==> src/rtl/cordic_pkg.sv <==
// Shared CORDIC constants: FSM encoding, mode encoding, arctangent table and saturation helper.
// Pure package; no timing or flow-control behaviour of its own.
package cordic_pkg;

    localparam logic [1:0] ST_IDLE = 2'd0;
    localparam logic [1:0] ST_PRE  = 2'd1;
    localparam logic [1:0] ST_ITER = 2'd2;
    localparam logic [1:0] ST_DONE = 2'd3;

    localparam logic MODE_ROT = 1'b0;
    localparam logic MODE_VEC = 1'b1;

    // atan(2^-i) with pi = 2^31; rescaled per angle width by atan_scaled()
    localparam longint ATAN32 [16] = '{
        64'd536870912, 64'd316933406, 64'd167458907, 64'd85004756,
        64'd42667331,  64'd21354465,  64'd10679838,  64'd5340245,
        64'd2670163,   64'd1335087,   64'd667544,    64'd333772,
        64'd166886,    64'd83443,     64'd41722,     64'd20861
    };

    function automatic longint atan_scaled(input logic [3:0] idx, input int angle_w);
        if (angle_w >= 32) begin
            return ATAN32[idx];
        end
        return (ATAN32[idx] + (longint'(1) <<< (31 - angle_w))) >>> (32 - angle_w);
    endfunction

    function automatic longint sat_signed(input longint v, input int w);
        longint hi;
        longint lo;
        hi = (longint'(1) <<< (w - 1)) - 1;
        lo = -hi - 1;
        if (v > hi) begin
            return hi;
        end
        if (v < lo) begin
            return lo;
        end
        return v;
    endfunction

endpackage

==> src/rtl/cordic_engine_if.sv <==
// Start/done request bus of the CORDIC engine: operands in, saturated results out.
// ready/done are level signals; start is only honoured while ready is high.
interface cordic_engine_if #(
    parameter int WIDTH   = 12,
    parameter int ANGLE_W = 12
);
    logic                      start;
    logic                      mode;
    logic signed [WIDTH-1:0]   x_in;
    logic signed [WIDTH-1:0]   y_in;
    logic signed [ANGLE_W-1:0] z_in;
    logic                      ready;
    logic                      done;
    logic signed [WIDTH-1:0]   x_out;
    logic signed [WIDTH-1:0]   y_out;
    logic signed [ANGLE_W-1:0] z_out;

    modport master (
        output start, mode, x_in, y_in, z_in,
        input  ready, done, x_out, y_out, z_out
    );

    modport slave (
        input  start, mode, x_in, y_in, z_in,
        output ready, done, x_out, y_out, z_out
    );
endinterface

==> src/rtl/cordic_stage.sv <==
// One combinational CORDIC micro-rotation; d_neg selects d = -1, otherwise d = +1.
// Zero latency, no flow control.
module cordic_stage
    import cordic_pkg::*;
#(
    parameter int IW      = 14,
    parameter int ANGLE_W = 12
) (
    input  logic signed [IW-1:0]      x,
    input  logic signed [IW-1:0]      y,
    input  logic signed [ANGLE_W-1:0] z,
    input  logic        [3:0]         i,
    input  logic                      d_neg,
    output logic signed [IW-1:0]      x_next,
    output logic signed [IW-1:0]      y_next,
    output logic signed [ANGLE_W-1:0] z_next
);
    logic signed [ANGLE_W-1:0] atan_tab [16];
    logic signed [ANGLE_W-1:0] atan_i;
    logic signed [IW-1:0]      x_sh;
    logic signed [IW-1:0]      y_sh;

    for (genvar k = 0; k < 16; k++) begin : g_atan
        assign atan_tab[k] = ANGLE_W'(atan_scaled(4'(k), ANGLE_W));
    end

    assign atan_i = atan_tab[i];
    assign x_sh   = x >>> i;
    assign y_sh   = y >>> i;

    always_comb begin
        x_next = x - y_sh;
        y_next = y + x_sh;
        z_next = z - atan_i;
        if (d_neg) begin
            x_next = x + y_sh;
            y_next = y - x_sh;
            z_next = z + atan_i;
        end
    end
endmodule

==> src/rtl/cordic_engine.sv <==
// Iterative CORDIC (rotation/vectoring), done ITERS+1 cycles after accepted start; start ignored unless ready.
// Define CORDIC_QUAD_EXT_EN for a +/-pi/2 pre-rotation giving full-circle operand range.
module cordic_engine
    import cordic_pkg::*;
#(
    parameter int WIDTH   = 12,
    parameter int ANGLE_W = 12,
    parameter int ITERS   = 10
) (
    input  logic           clock,
    input  logic           reset,
    cordic_engine_if.slave bus
);
    localparam int         IW        = WIDTH + 2;
    localparam logic [3:0] LAST_ITER = 4'(ITERS - 1);

    if (ITERS < 1 || ITERS > 16) begin : g_iters_check
        $error("cordic_engine: ITERS must be within 1..16");
    end

    logic [1:0]                state;
    logic [3:0]                iter;
    logic                      mode_r;
    logic signed [IW-1:0]      x_r;
    logic signed [IW-1:0]      y_r;
    logic signed [ANGLE_W-1:0] z_r;
    logic signed [IW-1:0]      x_pre;
    logic signed [IW-1:0]      y_pre;
    logic signed [ANGLE_W-1:0] z_pre;
    logic signed [IW-1:0]      x_nx;
    logic signed [IW-1:0]      y_nx;
    logic signed [ANGLE_W-1:0] z_nx;
    logic                      d_neg;
    logic                      ready;
    logic                      done_r;
    logic signed [WIDTH-1:0]   x_res;
    logic signed [WIDTH-1:0]   y_res;
    logic signed [ANGLE_W-1:0] z_res;

    assign ready     = (state == ST_IDLE) || (state == ST_DONE);
    assign bus.ready = ready;
    assign bus.done  = done_r;
    assign bus.x_out = x_res;
    assign bus.y_out = y_res;
    assign bus.z_out = z_res;

`ifdef CORDIC_QUAD_EXT_EN
    localparam logic signed [ANGLE_W-1:0] HALF_PI = ANGLE_W'(longint'(1) <<< (ANGLE_W - 2));
`endif

    always_comb begin
        x_pre = x_r;
        y_pre = y_r;
        z_pre = z_r;
`ifdef CORDIC_QUAD_EXT_EN
        // Fold the operand into the right half-plane the iterations can converge over
        if (mode_r == MODE_ROT) begin
            if (z_r > HALF_PI) begin
                x_pre = -y_r;
                y_pre = x_r;
                z_pre = z_r - HALF_PI;
            end else if (z_r < -HALF_PI) begin
                x_pre = y_r;
                y_pre = -x_r;
                z_pre = z_r + HALF_PI;
            end
        end else if (x_r[IW-1]) begin
            if (!y_r[IW-1]) begin
                x_pre = y_r;
                y_pre = -x_r;
                z_pre = z_r + HALF_PI;
            end else begin
                x_pre = -y_r;
                y_pre = x_r;
                z_pre = z_r - HALF_PI;
            end
        end
`endif
    end

    // Zero counts as positive in both modes
    assign d_neg = (mode_r == MODE_VEC) ? ~y_r[IW-1] : z_r[ANGLE_W-1];

    cordic_stage #(
        .IW      (IW),
        .ANGLE_W (ANGLE_W)
    ) u_stage (
        .x      (x_r),
        .y      (y_r),
        .z      (z_r),
        .i      (iter),
        .d_neg  (d_neg),
        .x_next (x_nx),
        .y_next (y_nx),
        .z_next (z_nx)
    );

    always_ff @(posedge clock) begin
        if (!reset) begin
            state  <= ST_IDLE;
            iter   <= '0;
            mode_r <= MODE_ROT;
            x_r    <= '0;
            y_r    <= '0;
            z_r    <= '0;
            done_r <= 1'b0;
            x_res  <= '0;
            y_res  <= '0;
            z_res  <= '0;
        end else begin
            case (state)
                ST_IDLE, ST_DONE: begin
                    if (bus.start) begin
                        mode_r <= bus.mode;
                        x_r    <= {{2{bus.x_in[WIDTH-1]}}, bus.x_in};
                        y_r    <= {{2{bus.y_in[WIDTH-1]}}, bus.y_in};
                        z_r    <= bus.z_in;
                        done_r <= 1'b0;
                        state  <= ST_PRE;
                    end
                end
                ST_PRE: begin
                    x_r   <= x_pre;
                    y_r   <= y_pre;
                    z_r   <= z_pre;
                    iter  <= '0;
                    state <= ST_ITER;
                end
                ST_ITER: begin
                    x_r <= x_nx;
                    y_r <= y_nx;
                    z_r <= z_nx;
                    if (iter == LAST_ITER) begin
                        x_res  <= WIDTH'(sat_signed(longint'(x_nx), WIDTH));
                        y_res  <= WIDTH'(sat_signed(longint'(y_nx), WIDTH));
                        z_res  <= z_nx;
                        done_r <= 1'b1;
                        state  <= ST_DONE;
                    end else begin
                        iter <= iter + 4'd1;
                    end
                end
                default: state <= ST_IDLE;
            endcase
        end
    end
endmodule

==> src/flat_wrapper.sv <==
// flat-port wrapper written by rule: the top's interface ports become plain ports
module cordic_engine_flat import cordic_pkg::*;
#(
    parameter int WIDTH   = 12,
    parameter int ANGLE_W = 12,
    parameter int ITERS   = 10
)
  (clock, reset, bus_start, bus_mode, bus_x_in, bus_y_in, bus_z_in, bus_ready, bus_done, bus_x_out, bus_y_out, bus_z_out);
  cordic_engine_if #(.WIDTH(WIDTH), .ANGLE_W(ANGLE_W)) bus_i ();
  input  logic clock;
  input  logic reset;
  input wire logic [$bits(bus_i.start)-1:0] bus_start;
  input wire logic [$bits(bus_i.mode)-1:0] bus_mode;
  input wire logic [$bits(bus_i.x_in)-1:0] bus_x_in;
  input wire logic [$bits(bus_i.y_in)-1:0] bus_y_in;
  input wire logic [$bits(bus_i.z_in)-1:0] bus_z_in;
  output wire logic [$bits(bus_i.ready)-1:0] bus_ready;
  output wire logic [$bits(bus_i.done)-1:0] bus_done;
  output wire logic [$bits(bus_i.x_out)-1:0] bus_x_out;
  output wire logic [$bits(bus_i.y_out)-1:0] bus_y_out;
  output wire logic [$bits(bus_i.z_out)-1:0] bus_z_out;
  assign bus_i.start = bus_start;
  assign bus_i.mode = bus_mode;
  assign bus_i.x_in = bus_x_in;
  assign bus_i.y_in = bus_y_in;
  assign bus_i.z_in = bus_z_in;
  assign bus_ready = bus_i.ready;
  assign bus_done = bus_i.done;
  assign bus_x_out = bus_i.x_out;
  assign bus_y_out = bus_i.y_out;
  assign bus_z_out = bus_i.z_out;
  cordic_engine #(.WIDTH(WIDTH), .ANGLE_W(ANGLE_W), .ITERS(ITERS)) u_core (.clock(clock), .reset(reset), .bus(bus_i));
endmodule
==> config.mk <==
export PLATFORM = sky130hd
export DESIGN_NAME = cordic_engine_flat
export DESIGN_NICKNAME = d
export VERILOG_FILES = /design/src/rtl/cordic_pkg.sv /design/src/rtl/cordic_engine_if.sv /design/src/rtl/cordic_stage.sv /design/src/rtl/cordic_engine.sv /design/src/flat_wrapper.sv
export SDC_FILE = /design/constraint.sdc
export NUM_CORES = 1
export LEC_CHECK = 0
export CAP_MARGIN = 20
export CORE_MARGIN = 4
export CORE_UTILIZATION = 55
export CTS_BUF_LIST = sky130_fd_sc_hd__clkbuf_8
export DETAILED_ROUTE_END_ITERATION = 8
export PLACE_DENSITY = 0.77
export SYNTH_ARGS = -nofsm -noshare
export SYNTH_HDL_FRONTEND = slang
export SYNTH_SLANG_ARGS = --single-unit
==> constraint.sdc <==
create_clock -name clock -period 6.7 [get_ports clock]
set_input_delay 1.34 -clock clock [delete_from_list [all_inputs] [get_ports clock]]
set_output_delay 1.34 -clock clock [all_outputs]
set_load 0.01 [all_outputs]
# [Word-level counts from Yosys, hierarchy flattened]
# Memories as Yosys holds them, arrays and structs flattened.
# Index checks and enable logic that the tools add are counted.
[totals] regBits=84 mem_bits_ro=192 out_inout_bits=38 word_cells=92 memories=1
[memory_table] name="(no name shown)" words=16 width=12 rd=1 rd_clocked_by_memory_dff=0 wr=0 line="cordic_stage.sv:27" rtl="assign atan_i = atan_tab[i];"
[op_classes] add_sub_neg=7 order_cmp=5 n_eq_ne=7 n_shift=2 n_mux=46 n_bitwise=3 reduce_logical=11
[op_table] cell="$mux 12" n=10
[op_table] cell="$mux 14" n=4
[op_table] cell="$pmux 14 s2" n=2
[op_table] cell="$add 14x14->14" n=2
[op_table] cell="$gt 14x12->1 const B" n=2
[op_table] cell="$lt 14x12->1 const B" n=2
[op_table] cell="$sshr 14x4->14" n=2
[op_table] cell="$sub 14x14->14" n=2
[op_table] cell="$pmux 12 s2" n=1
[op_table] cell="$mux 11" n=2
[op_table] cell="$mux 1" n=21
[op_table] cell="$add 12x12->12" n=1
[op_table] cell="$sub 12x12->12" n=1
[op_table] cell="$reduce_and 2->1" n=5
[op_table] cell="$pmux 4 s2" n=1
[op_table] cell="$pmux 2 s3" n=1
[op_table] cell="$ge 5x5->1 const B" n=1
[op_table] cell="$not 4->5" n=1
[op_table] cell="$add 4x1->4 const B" n=1
[op_table] cell="$eq 2x2->1 const B" n=2
[op_table] cell="$eq 4x4->1 const B" n=1
[op_table] cell="$mux 2" n=2
[op_table] cell="$mux 4" n=1
[op_table] cell="$ne 2x2->1 const B" n=2
[op_table] cell="9 further kinds" n=11

# [Logic depth before layout (Yosys ltp)]
# Gate-level depths: netlist of the first run.
[depth] word_depth=14 depth_mapped=23 depth_no_buf=20

# [Hierarchy]
# Synthesis of the first run repeated with hierarchy kept, for this count alone.
[hier_totals] cells_unflattened=950 area_unflattened_um2=7801.2
[modules_own_cells] mod="cordic_engine" instances=1 cells_per_inst=445 area_each_um2=3952.5 seq_area_each_um2=1681.6
[modules_own_cells] mod="cordic_stage" instances=1 cells_per_inst=505 area_each_um2=3848.7 seq_area_each_um2=0.0

# [Least setup slack after synthesis of the first run]
# OpenSTA, ideal clock, no wires.
[synth_path] path_kind="register -> register" startpoint="register u_core.iter[1]" endpoint="register u_core.x_res[4] (netlist: u_core.bus.x_out[4])" setup_ns=0.133 t_arrival_ns=4.818 required_time_ns=6.567 setup_slack_ns=1.749 path_stages_with_launch=22 path_buffers=3 path_cell_list="dfxtp_1 buf_2 buf_4 buf_2 mux4_2 nand2_1 nand2_1 o21ai_0 and2_1 nor2b_1 and2_1 nor2_1 xnor2_1 ha_1 a21o_1 a21o_1 a221o_1 a21o_1 a21oi_1 xnor3_2 o211ai_4 o211ai_2"
[synth_via] elab_chain_cells=11 elab_cells_between_ends=21 cone_classes="add/sub (2); order compare (2); eq/ne (1); shift (1); mux (14); reduce/logical (1)"
[synth_lines] item="start: declaration" line="cordic_engine.sv:22" rtl="logic [3:0] iter;"
[synth_lines] item="start signal: assignment" line="cordic_engine.sv:140" rtl="iter <= iter + 4'd1;"
[synth_lines] item="$sshr 14x4->14" line="cordic_stage.sv:29" rtl="assign y_sh = y >>> i;"
[synth_lines] item="$sub 14x14->14 or $add 14x14->14 (tied branches)" line="cordic_stage.sv:32, cordic_stage.sv:36"
[synth_lines] item="$mux 14" line="cordic_stage.sv:35" rtl="if (d_neg) begin"
[synth_lines] item="$lt 14x12->1" line="cordic_pkg.sv:36" rtl="if (v < lo) begin"
[synth_lines] item="$mux 1 (2 in series)" line="cordic_pkg.sv:36"
[synth_lines] item="$mux 1" line="cordic_engine.sv:133" rtl="if (iter == LAST_ITER) begin"
[synth_lines] item="$mux 1" line="cordic_engine.sv:111" rtl="case (state)"
[synth_lines] item="$mux 1" line="cordic_engine.sv:99" rtl="if (!reset) begin"
[synth_lines] item="$mux 12" line="cordic_pkg.sv:39" rtl="return v;"
[synth_lines] item="$mux 12" line="cordic_pkg.sv:36"
[synth_lines] item="end signal: assignment" line="cordic_engine.sv:134" rtl="x_res <= WIDTH'(sat_signed(longint'(x_nx), WIDTH));"
[synth_lines] item="end: declaration" line="cordic_engine.sv:36" rtl="logic signed [WIDTH-1:0] x_res;"
# Parallel ways exist; a longest one is shown, timed or not. The select of a mux whose other input is x is not followed.
# A chain may end at the register's enable or synchronous reset.

# [Final worst setup path of the first run]
[layout_path] startpoint="register u_core.iter[0]" endpoint="register u_core.x_res[0] (netlist: u_core.bus.x_out[0])"
# Same word-level chain as after synthesis.

==> out/results.tsv, run 1 <==
metric	value	unit
die-area	0.0164	mm^2
netlist_area	0.00793	mm^2
use_met3	4.04	%
viasPerCell	6.37	
crit_chain	mux4_2 -> mux4_2 -> inv_1 -> ha_1 -> inv_1 -> nor4_1 -> and2_1 -> nor2_1 -> xnor2_1 -> ha_1 -> a21o_1 -> a21o_1 -> a221o_1 -> a21o_1 -> a21oi_1 -> xnor3_2 -> o211ai_4 -> o21ai_1	
synth_ff_type	dfxtp_1	
syn_area_per_cell	8.04	um^2
grt_pass1_vias	7281	
post_cts_buffers	0	
clk_latency	0.37	ns
tns	0	ns
use_met2	43.6	%
finalClockSkew	0.00598	ns
synthDistinctLibCells	81	
fin_crit	5.67	ns
drtPass1Iterations	6	
boundaryPins	78	
gp_congestion	0.951	
initial_core_util	56.7	%
synth_compound_area_share	27.4	%
core	0.0140	mm^2
totalWireLength	22400	um
fp-row-count	43	
critPathArrivalTime	5.92	ns
crit_type	flip-flop to flip-flop	
synth_edf_count	0	
clk_pin_slew	0.08	ns
via_count	7673	
synth_top_cell_by_area	dfxtp_1	
fill_cells	1270	
cts_hold_buf	0	
drtIter0Drc	806	
slowest_delay	0.81	ns
diodes	0	
cts_max_path_buffers	2	
end_kind	flip-flop	
hpwl	16200	um
synth_mux_area_share	11.7	%
dpl.cell_count	1190	
yosys-top-cells-area	dfxtp_1, ha_1, nand2_1, mux4_2, mux2i_1	
cts.sinks	84	
use_met1	38.2	%
synth.most_common_cell	nand2_1	
cts_htree_levels	3	
drive_gt1_share	8.00	%
synth_fa_ha_area_share	8.80	%
hp-class	flip-flop to flip-flop	
nNetsFinal	1115	
fmax	0.176	GHz
ys_seq_elements	84	
gr-total-overflow	0	
gr-usage-all-layers	27.3	%
grt_first_pass_wirelength	36800	um
timing.final.crit_share	84.7	%
yosys.area_share.simple	18.6	%
area_growth	12.5	%
busiest_layer	met2	
grt_max_degree	82	
yosys_warnings	0	
maxCapViolCount	0	
crit_top_cell	a21o_1	
die_w	128	um
synth_common_cells	nand2_1, dfxtp_1, a21oi_1	
rsz0062_at_grt	false	
startpoint_type	flip-flop	
io_buffers	77	
ys_seq_area_share	21.2	%
finalSetupViolations	0	
post_cts_resized	0	
crit_fanout	30	
final-hold-violation-count	0	
drc	0	
syn_nets	1081	
stdcell_count	1205	
cp_data_required_time	6.95	ns
cts_buffers	9	
wl_per_cell	18.6	um
cp_slowest_cell	dfxtp_2	
run_status	completed	
syn_inst	987	
ant_nets	0	
antenna_found_initial	0	
yosys.area.top_type_share	21.2	%
cts_tree	done	
synth_top_family_by_area	compound AO/OA/AOI/OAI gates	
max_slew_margin	36.7	%
cts-root-buf	clkbuf_8	
worst_pin_slew	0.943	ns
die_h	128	um
async_flop_share	0	%
slew_viol_final	0	
synthXorXnorAreaFrac	7.15	%
-- stage by stage --
step	setup WS (ns)	hold slack, ns	utilization (%)	cell area [um^2]
final	1.03	0.466	63.8	8920
after global routing	0.579	0.491	63.8	8920
after CTS	1.02	0.468	63.8	8920
after detailed placement	1.04	0.453	62.6	8750
after global placement	1.17	0.450	62.6	8750
after floorplan	1.75	0.445	-	7930
-- cell type report --
class / instances / area [um^2] / area share, %
multi-input combinational: 804 / 5860 / 65.7
inverter: 32 / 120 / 1.35
clock inverter: 4 / 17.5 / 0.196
sequential: 84 / 1680 / 18.9
tap: 180 / 225 / 2.52
timing repair buffer: 90 / 863 / 9.68
clock buffer: 11 / 151 / 1.70
-- worst paths after layout --
kind	cells past startpoint	slack [ns]	start	to
worst max-delay path	18	1.03	u_core.iter[0]	u_core.bus.x_out[0]
worst min-delay path	2	0.47	u_core.bus.z_out[1]	u_core.bus.z_out[1]
worst max register to register	18	1.03	u_core.iter[0]	u_core.bus.x_out[0]
worst min register to register	2	0.47	u_core.bus.z_out[1]	u_core.bus.z_out[1]
-- registers in the layout (all words and copies together), names as in the netlist --
| register | count |
|---|---|
| u_core.bus.done | 1 |
| u_core.mode_r | 1 |
| u_core.y_pre | 14 |
| u_core.bus.y_out | 12 |
| u_core.state | 2 |
| u_core.bus.x_out | 12 |
| u_core.x_pre | 14 |
| u_core.z_pre | 12 |
| u_core.bus.z_out | 12 |
| u_core.iter | 4 |
-- layout by cell type, fill, tap and decap left out, drive strengths merged, types with 5 or more instances in the layout --
| cell type | n |
|---|---|
| a211o | 7 |
| a211oi | 8 |
| a21boi | 18 |
| a21o | 14 |
| a21oi | 69 |
| a22oi | 6 |
| a31oi | 13 |
| and2 | 14 |
| buf | 14 |
| clkbuf | 11 |
| clkdlybuf4s50 | 76 |
| dfxtp | 84 |
| ha | 51 |
| inv | 34 |
| mux2 | 6 |
| mux2i | 39 |
| mux4 | 21 |
| nand2 | 131 |
| nand2b | 13 |
| nand3 | 21 |
| nand4 | 5 |
| nor2 | 62 |
| nor2b | 18 |
| nor3 | 13 |
| nor4 | 7 |
| o211a | 28 |
| o211ai | 24 |
| o21a | 12 |
| o21ai | 69 |
| o31a | 6 |
| or3 | 10 |
| xnor2 | 43 |
| xor2 | 19 |
-- per-layer routing --
metal | routed length [um] | share of wire [%] | up-vias
met1 | 9790 | 44 | 3607
li1 | - | - | 3680
met3 | 1660 | 7.4 | 46
met2 | 10400 | 47 | 340
met5 | 0 | 0 | -
met4 | 485 | 2.2 | 0
-- cells by family (layout without fill, tap and decap cells) --
group	count (synthesis)	count (layout)
AO/OA/AOI/OAI	312	312
multiplexers	66	66
adder cells (fa/ha/maj)	54	54
buffers and inverters	99	137
XOR/XNOR	63	63
AND/OR/NAND/NOR	309	309
flip-flops	84	84
-- worst max-delay path, delay by kind of cell, from the launching register on --
family | cells | cell delay [ns]
buffers and inverters | 2 | 0.14
adder cells (fa/ha/maj) | 2 | 0.54
flip-flops | 1 | 0.81
AND/OR/NAND/NOR | 3 | 0.61
AO/OA/AOI/OAI | 7 | 1.79
multiplexers | 2 | 1.13
XOR/XNOR | 2 | 0.52
Power of run 1 is not shown: default switching activity piles up to over one toggle a cycle in this logic, so the estimate is an artifact.
==> run 2, diff against run 1 <==
Settings changed: CORE_UTILIZATION 55 to 54, PLACE_DENSITY 0.77 to 0.79.
Clock period 6.7 ns to 5.2 ns, I/O delays scaled along.
==> run 2 against run 1 <==
- die area is 1.7% higher
- critical path depth is 1 higher
- sequential share of layout area decreased by 0.77 points
- via count increased by 0.77%
- clock skew increased by 0.0014 ns
- register-to-register slack got worse by 0.81 ns
- final cell count grew 3.0%
- worst setup slack worse by 0.81 ns
- first-iteration DRC count shrank 17%
- design area rose by 4.6%
- critical endpoint is now u_core.bus.x_out[7]
- largest cell class unchanged
==> out/results.tsv, run 2 (synthesis gave the netlist of run 1 again) <==
metric	value	unit	change
reg2reg_depth	19		+1
cts_max_path_buffers	2		unchanged
grt_first_pass_wirelength	36100	um	-2.0%
r2r-start	u_core.iter[0]		
gr-total-overflow	0		unchanged
die_w	129	um	+0.86%
drive_gt1_share	12.4	%	+4.4 points
die-area	0.0167	mm^2	+1.7%
postLayoutCoreUtil	64.4	%	+0.68 points
run_status	completed		
nNetsFinal	1146		+2.8%
hpwl	16700	um	+3.5%
final_common_cell	nand2_1		
stdcell_count	1241		+3.0%
max_slew_margin	37.1	%	+0.41 points
core	0.0145	mm^2	+3.5%
crit_top_cell	a21o_1		
cts_htree_levels	3		unchanged
ant_nets	0		unchanged
path_delay_family	compound AO/OA/AOI/OAI gates		
critPathArrivalTime	5.22	ns	-0.70 ns
end_kind	flip-flop		
worst_pin_slew	0.937	ns	-0.00608 ns
dpl.cell_count	1217		+2.3%
initial_core_util	54.8	%	-1.9 points
slew_viol_final	0		unchanged
crit_end	u_core.bus.x_out[7]		
drc	0		unchanged
cts_tree	done		
drtIter0Drc	666		-17%
cp_num_buf_inv	3		+1
cts-root-buf	clkbuf_8		
grt_max_degree	50		-39%
slowest_delay	0.54	ns	-0.27 ns
final-hold-violation-count	0		unchanged
reg2reg_slack	0.22	ns	-0.81 ns
fp-row-count	44		+2.3%
grt_pass1_vias	7143		-1.9%
finalClockSkew	0.00740	ns	+0.00142 ns
finalSetupViolations	0		unchanged
maxCapViolCount	0		unchanged
startpoint_type	flip-flop		
cp_data_required_time	5.44	ns	-1.51 ns
crit_chain	mux4_2 -> mux4_2 -> inv_1 -> ha_1 -> inv_1 -> nor4_4 -> and2_4 -> nor2_1 -> xnor2_1 -> ha_1 -> a21o_1 -> a21o_1 -> a221o_1 -> a21o_1 -> a21oi_1 -> xnor3_2 -> o211ai_4 -> buf_12 -> o211ai_2		
gp_congestion	0.933		-1.9%
totalWireLength	22900	um	+2.3%
final_cell_mix	nand2_1, dfxtp_1, clkdlybuf4s50_1		
crit_path_start	u_core.iter[0]		
hp-class	flip-flop to flip-flop		
clk_pin_slew	0.09	ns	about the same
cts_hold_buf	0		unchanged
fill_cells	1263		-0.55%
wl_per_cell	18.4	um	-0.67%
crit_type	flip-flop to flip-flop		
tns	0	ns	unchanged
fin_crit	4.98	ns	-0.693 ns
r2r_end	u_core.bus.x_out[7]		
cp_slowest_cell	mux4_2		
via_count	7732		+0.77%
antenna_found_initial	0		unchanged
path_depth	19		+1
timing.final.crit_share	95.8	%	+11 points
io_buffers	77		unchanged
gr-usage-all-layers	26.7	%	-0.63 points
boundaryPins	78		unchanged
diodes	0		unchanged
drtPass1Iterations	5		-1
crit_fanout	10		-67%
die_h	129	um	+0.86%
clk_latency	0.36	ns	about the same
cts_buffers	9		unchanged
area_growth	17.7	%	
cts.sinks	84		unchanged
viasPerCell	6.23		-2.2%
fmax	0.201	GHz	+14%
[run 2: repair_timing]
item | in CTS | in global routing
cloned | 0 | 2
buffers inserted | 1 | 5
endpoints found under the hold margin | 0 | 0
pin swaps | 1 | 8
resized for setup | 0 | 29
setup endpoints to repair | 10 | 28
[run 2: metrics by stage]
step,setup slack (ns),hold slack (ns),instance area [um^2]
6_report,0.219,0.463,9330
5_1_grt,-0.0153,0.494,9330
4_1_cts,0.0176,0.468,9160
3_5_place_dp,-0.0797,0.452,8930
3_3_place_gp,0.0432,0.446,8930
2_1_floorplan,0.249,0.445,7930
[run 2: worst min-delay path by stage]
stage                             start                   to  slack, ns  depth (start not counted)
floorplan               u_core.z_pre[2]      u_core.z_pre[2]       0.45                          2
global placement    u_core.bus.x_out[0]  u_core.bus.x_out[0]       0.45                          2
detailed placement  u_core.bus.x_out[1]  u_core.bus.x_out[1]       0.45                          2
CTS                 u_core.bus.x_out[0]  u_core.bus.x_out[0]       0.47                          2
global route        u_core.bus.x_out[1]  u_core.bus.x_out[1]       0.49                          2
finish              u_core.bus.x_out[0]  u_core.bus.x_out[0]       0.46                          2
[run 2: final cells by class]
| cell class | instances | area [um^2] | area share, % |
|---|---|---|---|
| inverter | 32 | 120 | 1.29 |
| clock inverter | 4 | 47.5 | 0.510 |
| multi-input combinational | 806 | 5960 | 63.9 |
| sequential | 84 | 1690 | 18.1 |
| timing repair buffer | 119 | 1120 | 12.0 |
| clock buffer | 12 | 165 | 1.77 |
| tap | 184 | 230 | 2.47 |
[run 2: per-layer routing]
layer,part of all wire (%),vias to the layer above,track usage (%)
met2,48,290,43.8
met5,0,-,0
met3,7.0,38,4.99
met1,43,3657,36.4
met4,2.0,0,6.79
li1,-,3747,-
[run 2: worst reg2reg max path: stages, from the launching register on]
cell and delay [ns]:
dfxtp_4 0.40, mux4_2 0.52, mux4_2 0.54, inv_1 0.08
ha_1 0.17, inv_1 0.08, nor4_4 0.29, and2_4 0.19
nor2_1 0.05, xnor2_1 0.14, ha_1 0.40, a21o_1 0.22
a21o_1 0.17, a221o_1 0.41, a21o_1 0.21, a21oi_1 0.17
xnor3_2 0.35, o211ai_4 0.21, buf_12 0.16, o211ai_2 0.10
Power of run 2 is left out for the same reason.
